===== config.mk =====
export PLATFORM = sky130hd
export DESIGN_NAME = sample_packer_flat
export DESIGN_NICKNAME = d
export VERILOG_FILES = /design/src/rtl/sample_packer_if.sv /design/src/rtl/sample_packer.sv /design/src/flat_wrapper.sv
export SDC_FILE = /design/constraint.sdc
export NUM_CORES = 1
export LEC_CHECK = 0
export ABC_AREA = 0
export CAP_MARGIN = 20
export CORE_MARGIN = 3
export CORE_UTILIZATION = 42
export CTS_BUF_LIST = sky130_fd_sc_hd__clkbuf_4
export DETAILED_ROUTE_END_ITERATION = 8
export HOLD_SLACK_MARGIN = 0.03
export PLACE_DENSITY = 0.67
export SYNTH_ARGS = -nofsm -noshare
export SYNTH_HDL_FRONTEND = slang
export SYNTH_SLANG_ARGS = --single-unit

===== constraint.sdc =====
create_clock -name clk -period 4.7 [get_ports clk]
set_input_delay 0.705 -clock clk [delete_from_list [all_inputs] [get_ports clk]]
set_output_delay 0.705 -clock clk [all_outputs]
set_load 0.005 [all_outputs]

===== src/rtl/sample_packer_if.sv =====
// Handshake bundle for sample_packer: stereo sample strobe in, packed 64-bit words out.
// The ovf_count signal exists only when SAMPLE_PACKER_OVF_CNT_EN is defined.
interface sample_packer_if #(
    parameter int unsigned DEPTH = 8
);
    localparam int unsigned LW = $clog2(DEPTH) + 1;

    logic          sample_valid;
    logic [23:0]   sample_l;
    logic [23:0]   sample_r;
    logic          recording;
    logic          get_data;
    logic [63:0]   data_out;
    logic          data_ready;
    logic [LW-1:0] fill_level;
    logic          overflow;
`ifdef SAMPLE_PACKER_OVF_CNT_EN
    logic [15:0]   ovf_count;

    modport master (
        output sample_valid, sample_l, sample_r, recording, get_data,
        input  data_out, data_ready, fill_level, overflow, ovf_count
    );
    modport slave (
        input  sample_valid, sample_l, sample_r, recording, get_data,
        output data_out, data_ready, fill_level, overflow, ovf_count
    );
`else
    modport master (
        output sample_valid, sample_l, sample_r, recording, get_data,
        input  data_out, data_ready, fill_level, overflow
    );
    modport slave (
        input  sample_valid, sample_l, sample_r, recording, get_data,
        output data_out, data_ready, fill_level, overflow
    );
`endif
endinterface


===== src/rtl/sample_packer.sv =====
// sample_packer: packs 24-bit stereo samples into {PAD, L, R} words and buffers them in a
// first-word-fall-through FIFO with a registered head word.
// Optional feature: define SAMPLE_PACKER_OVF_CNT_EN to add a saturating dropped-sample counter.
module sample_packer #(
    parameter int unsigned DEPTH = 8,
    parameter logic [15:0] PAD   = 16'h0000
) (
    input logic            clk,
    input logic            rst,
    sample_packer_if.slave bus
);
    localparam int unsigned AW = $clog2(DEPTH);
    localparam int unsigned PW = AW + 1;

    typedef enum logic [1:0] {StIdle, StCapture, StDrain} state_e;

    state_e        r_state;
    logic [PW-1:0] r_wr_ptr;
    logic [PW-1:0] r_rd_ptr;
    logic [PW-1:0] r_fill_level;
    logic          r_data_ready;
    logic [63:0]   r_data_out;
    logic          r_overflow;
    logic [63:0]   r_mem [DEPTH];

    logic          w_full;
    logic          w_cap;
    logic          w_pop;
    logic          w_push;
    logic          w_drop;
    logic          w_clr;
    logic [63:0]   w_wdata;
    logic [PW-1:0] w_wr_nxt;
    logic [PW-1:0] w_rd_nxt;

    // Same low bits with differing MSB means the writer has lapped the reader.
    assign w_full   = (r_wr_ptr[AW] != r_rd_ptr[AW]) && (r_wr_ptr[AW-1:0] == r_rd_ptr[AW-1:0]);
    // Capture only while still recording: a strobe in the CAPTURE->DRAIN cycle is dropped.
    assign w_cap    = (r_state == StCapture) && bus.recording && bus.sample_valid;
    assign w_pop    = bus.get_data && r_data_ready;
    // A pop frees a slot in the same cycle, so a full FIFO still accepts the write.
    assign w_push   = w_cap && (!w_full || w_pop);
    assign w_drop   = w_cap && w_full && !w_pop;
    assign w_clr    = (r_state == StIdle) && bus.recording;
    assign w_wdata  = {PAD, bus.sample_l, bus.sample_r};
    assign w_wr_nxt = r_wr_ptr + {{AW{1'b0}}, w_push};
    assign w_rd_nxt = r_rd_ptr + {{AW{1'b0}}, w_pop};

    // Control FSM: IDLE -> CAPTURE on recording, CAPTURE -> DRAIN when recording drops.
    always_ff @(posedge clk or posedge rst) begin
        if (rst) begin
            r_state <= StIdle;
        end else begin
            case (r_state)
                StIdle:    if (bus.recording) r_state <= StCapture;
                StCapture: if (!bus.recording) r_state <= StDrain;
                StDrain: begin
                    if (bus.recording) begin
                        r_state <= StCapture;
                    end else if (r_fill_level == '0) begin
                        r_state <= StIdle;
                    end
                end
                default:   r_state <= StIdle;
            endcase
        end
    end

    // Storage array; contents are don't-care until written, so no reset.
    always_ff @(posedge clk) begin
        if (w_push) r_mem[r_wr_ptr[AW-1:0]] <= w_wdata;
    end

    // Pointers, fill level and the registered head word.
    always_ff @(posedge clk or posedge rst) begin
        if (rst) begin
            r_wr_ptr     <= '0;
            r_rd_ptr     <= '0;
            r_fill_level <= '0;
            r_data_ready <= 1'b0;
            r_data_out   <= '0;
        end else begin
            r_wr_ptr     <= w_wr_nxt;
            r_rd_ptr     <= w_rd_nxt;
            r_fill_level <= w_wr_nxt - w_rd_nxt;
            r_data_ready <= (w_wr_nxt != w_rd_nxt);
            // Next head is the word being written now if it lands at the new read slot.
            if (w_wr_nxt != w_rd_nxt) begin
                if (w_rd_nxt == r_wr_ptr) begin
                    r_data_out <= w_wdata;
                end else begin
                    r_data_out <= r_mem[w_rd_nxt[AW-1:0]];
                end
            end
        end
    end

    // Sticky overflow flag, cleared when a fresh recording starts from IDLE.
    always_ff @(posedge clk or posedge rst) begin
        if (rst) begin
            r_overflow <= 1'b0;
        end else if (w_clr) begin
            r_overflow <= 1'b0;
        end else if (w_drop) begin
            r_overflow <= 1'b1;
        end
    end

`ifdef SAMPLE_PACKER_OVF_CNT_EN
    logic [15:0] r_ovf_count;

    // Saturating count of dropped samples.
    always_ff @(posedge clk or posedge rst) begin
        if (rst) begin
            r_ovf_count <= '0;
        end else if (w_clr) begin
            r_ovf_count <= '0;
        end else if (w_drop && (r_ovf_count != 16'hFFFF)) begin
            r_ovf_count <= r_ovf_count + 16'd1;
        end
    end

    assign bus.ovf_count = r_ovf_count;
`endif

    assign bus.data_out   = r_data_out;
    assign bus.data_ready = r_data_ready;
    assign bus.fill_level = r_fill_level;
    assign bus.overflow   = r_overflow;
endmodule


===== src/flat_wrapper.sv =====
// flat-port wrapper written by rule: the top's interface ports become plain ports
module sample_packer_flat 
#(
    parameter int unsigned DEPTH = 8,
    parameter logic [15:0] PAD   = 16'h0000
)
  (clk, rst, bus_sample_valid, bus_sample_l, bus_sample_r, bus_recording, bus_get_data, bus_data_out, bus_data_ready, bus_fill_level, bus_overflow);
  sample_packer_if #(.DEPTH(DEPTH)) bus_i ();
  input logic clk;
  input logic rst;
  input wire logic [$bits(bus_i.sample_valid)-1:0] bus_sample_valid;
  input wire logic [$bits(bus_i.sample_l)-1:0] bus_sample_l;
  input wire logic [$bits(bus_i.sample_r)-1:0] bus_sample_r;
  input wire logic [$bits(bus_i.recording)-1:0] bus_recording;
  input wire logic [$bits(bus_i.get_data)-1:0] bus_get_data;
  output wire logic [$bits(bus_i.data_out)-1:0] bus_data_out;
  output wire logic [$bits(bus_i.data_ready)-1:0] bus_data_ready;
  output wire logic [$bits(bus_i.fill_level)-1:0] bus_fill_level;
  output wire logic [$bits(bus_i.overflow)-1:0] bus_overflow;
  assign bus_i.sample_valid = bus_sample_valid;
  assign bus_i.sample_l = bus_sample_l;
  assign bus_i.sample_r = bus_sample_r;
  assign bus_i.recording = bus_recording;
  assign bus_i.get_data = bus_get_data;
  assign bus_data_out = bus_i.data_out;
  assign bus_data_ready = bus_i.data_ready;
  assign bus_fill_level = bus_i.fill_level;
  assign bus_overflow = bus_i.overflow;
  sample_packer #(.DEPTH(DEPTH), .PAD(PAD)) u_core (.clk(clk), .rst(rst), .bus(bus_i));
endmodule

-- Yosys cells after proc, flatten, opt, wreduce, memory -nomap -nowiden
Memories as Yosys holds them, arrays and structs flattened.
Index checks and enable logic that the tools add are counted.
- register bits: 80
- latch bits: 0
- bits in writable memories: 384
- ROM bits: 0
- input port bits: 53
- output and inout port bits: 70
- logic and storage cells: 45
- memories kept: 1
- $add $sub $neg: 3
- multiply operators: 0
- div/mod/pow operators: 0
- $lt $le $gt $ge: 0
- equal/unequal tests: 9
- shift operators: 0
- muxes and demuxes: 10
- bitwise operators: 0
- reductions and logical operators: 15
- memories (name ; depth ; bits a word ; read ports ; clocked after memory_dff ; write ports ; line ; source):
    u_core.r_mem ; 8 ; 48 ; 1 ; 0 ; 1 ; sample_packer.sv:24 ; logic [63:0] r_mem [DEPTH];
- operators by type and width (operator ; count):
    two-way mux 64 bit ; 1
    adder 4 x 1 -> 4 bit ; 2
    logical AND 1 bit ; 8
    two-way mux 2 bit ; 4
    case mux 2 bit (3 select lines) ; 1
    == test 4 bit ; 1
    logical NOT 4 bit ; 1
    two-way mux 1 bit ; 4
    inequality test 2 bit, second input constant ; 2
    inequality test 4 bit ; 1
    subtractor 4 bit ; 1
    == test 3 bit ; 1
    inequality test 3 x 2 -> 1 bit, second input constant ; 1
    AND reduction 3 bit ; 1
    == test 2 x 1 -> 1 bit, second input constant ; 1
    == test 2 bit, second input constant ; 1
    logical NOT 1 bit ; 2
    logical NOT 2 bit ; 1
    nonzero test 2 bit ; 1
    logical OR 1 bit ; 1
    inequality test 1 bit ; 1

-- Depth between registers and ports, before layout
- depth in word-level cells: 7
- gate-level depth with buffers: 13

-- Least setup slack after synthesis
Ideal clock, no wire load.
- kind: in2reg
- start point: input bus_sample_valid
- end point: memory u_core.r_mem[0][0] in the netlist's numbering, enable pin
- setup time: 513 ps
- data arrival time: 4396 ps
- data required time: 4187 ps
- setup slack: -209 ps
- stages: 4
- cells stage by stage: nand4_1 -> nor2_1 -> o21ai_0 -> nor3_1
- word-level cells in the longest chain between the ends: 4
- ends and longest elaborated chain (what ; line ; source):
    from (decl) ; flat_wrapper.sv:11 ; input wire logic [$bits(bus_i.sample_valid)-1:0] bus_sample_valid;
    logical AND 1 bit ; sample_packer.sv:39 ; assign w_cap = (r_state == StCapture) && bus.recording && bus.sample_valid;
    logical AND 1 bit ; sample_packer.sv:42 ; assign w_push = w_cap && (!w_full || w_pop);
    two-way mux 1 bit ; sample_packer.sv:71 ; if (w_push) r_mem[r_wr_ptr[AW-1:0]] <= w_wdata;
    two-way mux 1 bit (not written as such) ; sample_packer.sv:71 ;
    to (decl) ; sample_packer.sv:24 ;
No other way between the ends.

-- Worst setup path after layout
- start point: register u_core.r_wr_ptr[2]
- end point: register u_core.r_data_out[2] (netlist: u_core.bus.data_out[2])
- word-level cells in the longest chain between the ends: 7
- elaborated cells between the ends (all ways): 9
- those cells by class: add/sub (1); eq/ne (3); mux (1); reduce/logical (4)
- ends and longest elaborated chain (what ; line ; source):
    from (decl) ; sample_packer.sv:18 ; logic [PW-1:0] r_wr_ptr;
    from (signal assigned) ; sample_packer.sv:83 ; r_wr_ptr <= w_wr_nxt;
    == test 3 bit ; sample_packer.sv:37 ; assign w_full = (r_wr_ptr[AW] != r_rd_ptr[AW]) && (r_wr_ptr[AW-1:0] == r_rd_ptr[AW-1:0]);
    logical AND 1 bit ; sample_packer.sv:37 ;
    logical NOT 1 bit ; sample_packer.sv:42 ;
    logical OR 1 bit ; sample_packer.sv:42 ;
    logical AND 1 bit ; sample_packer.sv:42 ;
    adder 4 x 1 -> 4 bit * ; sample_packer.sv:46 ; assign w_wr_nxt = r_wr_ptr + {{AW{1'b0}}, w_push};
    via u_core.w_wr_nxt[2] ; sample_packer.sv:33 ; logic [PW-1:0] w_wr_nxt;
    inequality test 4 bit * ; sample_packer.sv:88 ; if (w_wr_nxt != w_rd_nxt) begin
    to (signal assigned) ; sample_packer.sv:90 ; r_data_out <= w_wdata;
    to (signal assigned) ; sample_packer.sv:92 ; r_data_out <= r_mem[w_rd_nxt[AW-1:0]];
    to (decl) ; sample_packer.sv:22 ; logic [63:0] r_data_out;
The timed path passes the listed nets; every way through them passes the cells marked *.
A chain may end at the register's enable or synchronous reset.

==> flow_metrics.py <==
metrics = {
    "status": {
        "status": "completed",
    },
    "place": {
        "dp_hpwl_um": 20500,
        "portBuffers": 106,
        "routabilityCongestion": 0.682,
    },
    "logic_synthesis": {
        "yosysWarnings": 0,
        "synth_seq_area_share_pct": 74.0,
        "synth_area_per_cell_sq_um": 21.9,
        "syn-instance-count": 809,
        "synth-simple-area-share_pct": 0.670,
        "ys_types": 29,
        "synth_top_area_share_pct": 65.0,
        "yosys.area.top_type": "edfxtp_1",
        "synth-compound-area-share_pct": 0.254,
        "synth-seq-cells": 448,
        "synthAdderAreaFrac_pct": 0.606,
        "synth_area_leaders": "edfxtp_1 65%, mux4_2 12%, dfrtp_1 9.0%",
        "muxShareOfSynthArea_pct": 21.3,
        "synth_area_sq_um": 17700,
        "synthXorXnorAreaFrac_pct": 0.783,
        "synth_top_family_by_area": "multiplexers",
    },
    "setup_path": {
        "path_cells": "xnor2_1 -> nand4_1 -> nor2_1 -> nor2_1 -> ha_1 -> ha_1 -> xor2_1 -> ha_1 -> nand4_1 -> buf_12 -> mux2_2",
        "cp_data_required_time_ns": 5.37,
        "startpoint_type": "register",
        "slowest_stage": "dfrtp_1",
        "reg2regPathDepth": 11,
        "crit_type": "register to register",
        "path_max_fanout": 35,
        "cpMostUsedCell": "ha_1",
        "slowest_delay_ns": 0.63,
        "cp-end-kind": "register",
        "worstPathArrival_ns": 3.82,
    },
    "pwr": {
        "power.density_nw_per_um2": 647,
        "irDropWorstVdd_v": 0.000317,
        "switching_share_pct": 28.8,
        "intPower_uw": 9720,
        "combPwrFrac_pct": 39.3,
        "power_uw": 13700,
        "switchingPower_uw": 3930,
        "seq_power_share_pct": 36.5,
        "p_leak_uw": 0.00717,
        "clockPowerShare_pct": 24.1,
    },
    "global_routing": {
        "grt_max_degree": 46,
        "grt_antenna_before_repair": 1,
        "grtUsageTotal_pct": 16.6,
        "grt_pass1_vias": 9489,
        "overflow": 0,
        "grt_pass1_wl_um": 55400,
    },
    "timing": {
        "finalMaxSlewViolations": 0,
        "clock.fmax_mhz": 317,
        "max_slew_margin_pct": 41.2,
        "fin_crit_ns": 3.16,
        "period_share_pct": 67.1,
        "tightest_slew_ns": 0.880,
        "rsz0062_at_grt": "false",
        "finalHoldViolCount": 0,
        "fin_skew_ns": 0.0542,
        "finalSetupViolations": 0,
        "fin_setup_tns_ns": 0,
    },
    "job": {
        "maxCapViolCount": 0,
    },
    "clocking": {
        "numCtsBuffers": 107,
        "clk_latency_ns": 0.82,
        "hold_buffers": 0,
        "post_cts_buffers": 0,
        "ctsResizeCount": 0,
        "tritoncts": "built",
        "cts_root_buf": "clkbuf_4",
        "cts_buffer_depth": 3,
        "ctsHtreeMaxLevel": 3,
        "clk_pin_slew_worst_paths_ns": 0.07,
        "cts_sinks": 448,
    },
    "layout": {
        "syn_to_final_growth_pct": 19.0,
        "drive_gt1_share_pct": 41.1,
        "finalNetCount": 1080,
    },
    "route": {
        "drtIter0Drc": 563,
        "ant_nets": 0,
        "detail_route.vias_per_cell": 5.23,
        "vias": 8580,
        "wl_per_cell_um": 21.9,
        "wirelength_um": 36000,
        "drcViolationCount": 0,
        "drt_pass1_iterations": 5,
    },
    "floorplanning": {
        "die_height_um": 212,
        "num_rows": 74,
        "ios": 123,
        "coreArea_sq_um": 41300,
        "dieArea_sq_um": 44800,
        "initial_core_util_pct": 43.0,
        "die_w_um": 212,
    },
    "min_path": {
        "holdCritPathClass": "input pin to async pin",
    },
}
-- cell families (layout without fill, tap and decap cells) --
family          after synthesis  after routing
other cells                   1             17
compound gates                7              7
fa+ha+maj                     8              8
flops                       448            448
simple gates                 25             25
mux                         240            240
buf+inv                      65            350
xor+xnor                     15             15
-- cell usage after synthesis --
master      n
edfxtp_1  384
mux2_2    141
mux4_2     96
dfrtp_1    64
buf_4      28
buf_2      17
inv_1      10
nor2_1     10
xnor2_1     9
ha_1        7
buf_6       6
xor2_1      5
nand4_1     4
nor3_1      4
a21oi_1     3
clkbuf_1    3
mux2_1      3
nand2_1     2
nand2b_1    2
nand3_1     2
a21o_1      1
clkinv_1    1
conb_1      1
fa_1        1
nor4_1      1
o211ai_1    1
o21ai_0     1
o32a_1      1
xor2_2      1
-- metal layers --
metal	vias up	share of wire, %	global-route usage (%)
met5	-	0	0
met4	0	1.2	5.40
met3	34	5.0	3.97
met2	256	53	28.4
met1	4507	41	20.9
li1	3783	-	-
-- power by group through the flow --
stage | clock network, uW | registers [uW] | logic (uW)
6_report | 3290 | 4990 | 5370
5_1_grt | 3620 | 5030 | 5820
4_1_cts | 3400 | 5000 | 5500
3_5_place_dp | 0 | 5080 | 5470
3_3_place_gp | 0 | 5070 | 5390
2_1_floorplan | 0 | 5010 | 3980
-- stage by stage --
step | setup WS, ns | cell area [sq um] | utilization [%] | instances | hold WS [ns]
global route | 1.31 | 21100 | 51.1 | 1642 | 0.0467
floorplan | 1.08 | 17800 | - | 824 | 0.437
CTS | 1.53 | 21100 | 51.1 | 1640 | 0.366
detailed placement | 0.832 | 19600 | 47.5 | 1441 | 0.469
finish | 1.54 | 21100 | 51.1 | 1642 | 0.115
global placement | 0.877 | 19600 | 47.5 | 1441 | 0.450
-- flip-flops by register name (all words and copies together), names as in the netlist --
signal                 count
u_core.bus.overflow        1
u_core.r_mem             384
u_core.r_wr_ptr            4
u_core.bus.fill_level      4
u_core.bus.data_ready      1
u_core.bus.data_out       48
u_core.r_rd_ptr            4
u_core.r_state             2
-- placed cells by master, fill, tap and decap left out, types with 6 or more instances in the layout --
| master | synthesis | layout |
|---|---|---|
| buf_12 | 0 | 9 |
| dfrtp_1 | 64 | 64 |
| xnor2_1 | 9 | 9 |
| clkinv_1 | 1 | 27 |
| clkdlybuf4s50_1 | 0 | 106 |
| mux4_2 | 96 | 96 |
| mux2_2 | 141 | 141 |
| clkbuf_4 | 0 | 156 |
| buf_4 | 28 | 24 |
| edfxtp_1 | 384 | 384 |
| conb_1 | 1 | 16 |
| nor2_4 | 0 | 6 |
| clkinv_2 | 0 | 7 |
| inv_1 | 10 | 9 |
-- critical path, delay by kind of cell, from the launching register on --
family / cells / cell delay [ns]
buffers and inverters: 1 / 0.29
flip-flops: 1 / 0.63
AND/OR/NAND/NOR: 4 / 0.59
adder cells (fa/ha/maj): 3 / 0.78
XOR/XNOR: 2 / 0.33
multiplexers: 1 / 0.38
-- final cells by class --
cell class / count / area, sq um
well taps: 532 / 666
diodes: 1 / 2.50
fillers: 3348 / 20200
clock buffers: 156 / 1170
clock inverters: 43 / 300
flip-flops and latches: 448 / 13100
inverters: 11 / 42.5
multi-input cells: 311 / 4350
repair buffers: 140 / 1450
-- final timing paths --
path,startpoint,to,slack (ns)
min in group clk,u_core.r_state[1]$_DFFE_PP0P_,u_core.r_state[0]$_DFFE_PP0P_,0.48
max in group asynchronous,rst,u_core.bus.data_out[24]$_DFFE_PP0N_,4.05
worst min-delay path,rst,u_core.bus.data_out[40]$_DFFE_PP0N_,0.12
worst max register to register,u_core.r_wr_ptr[2]$_DFF_PP0_,u_core.bus.data_out[2]$_DFFE_PP0N_,1.54
worst max-delay path,u_core.r_wr_ptr[2]$_DFF_PP0_,u_core.bus.data_out[2]$_DFFE_PP0N_,1.54
worst min register to register,u_core.r_state[1]$_DFFE_PP0P_,u_core.r_state[0]$_DFFE_PP0P_,0.48
No activity file was read; power rests on OpenSTA's default activity.
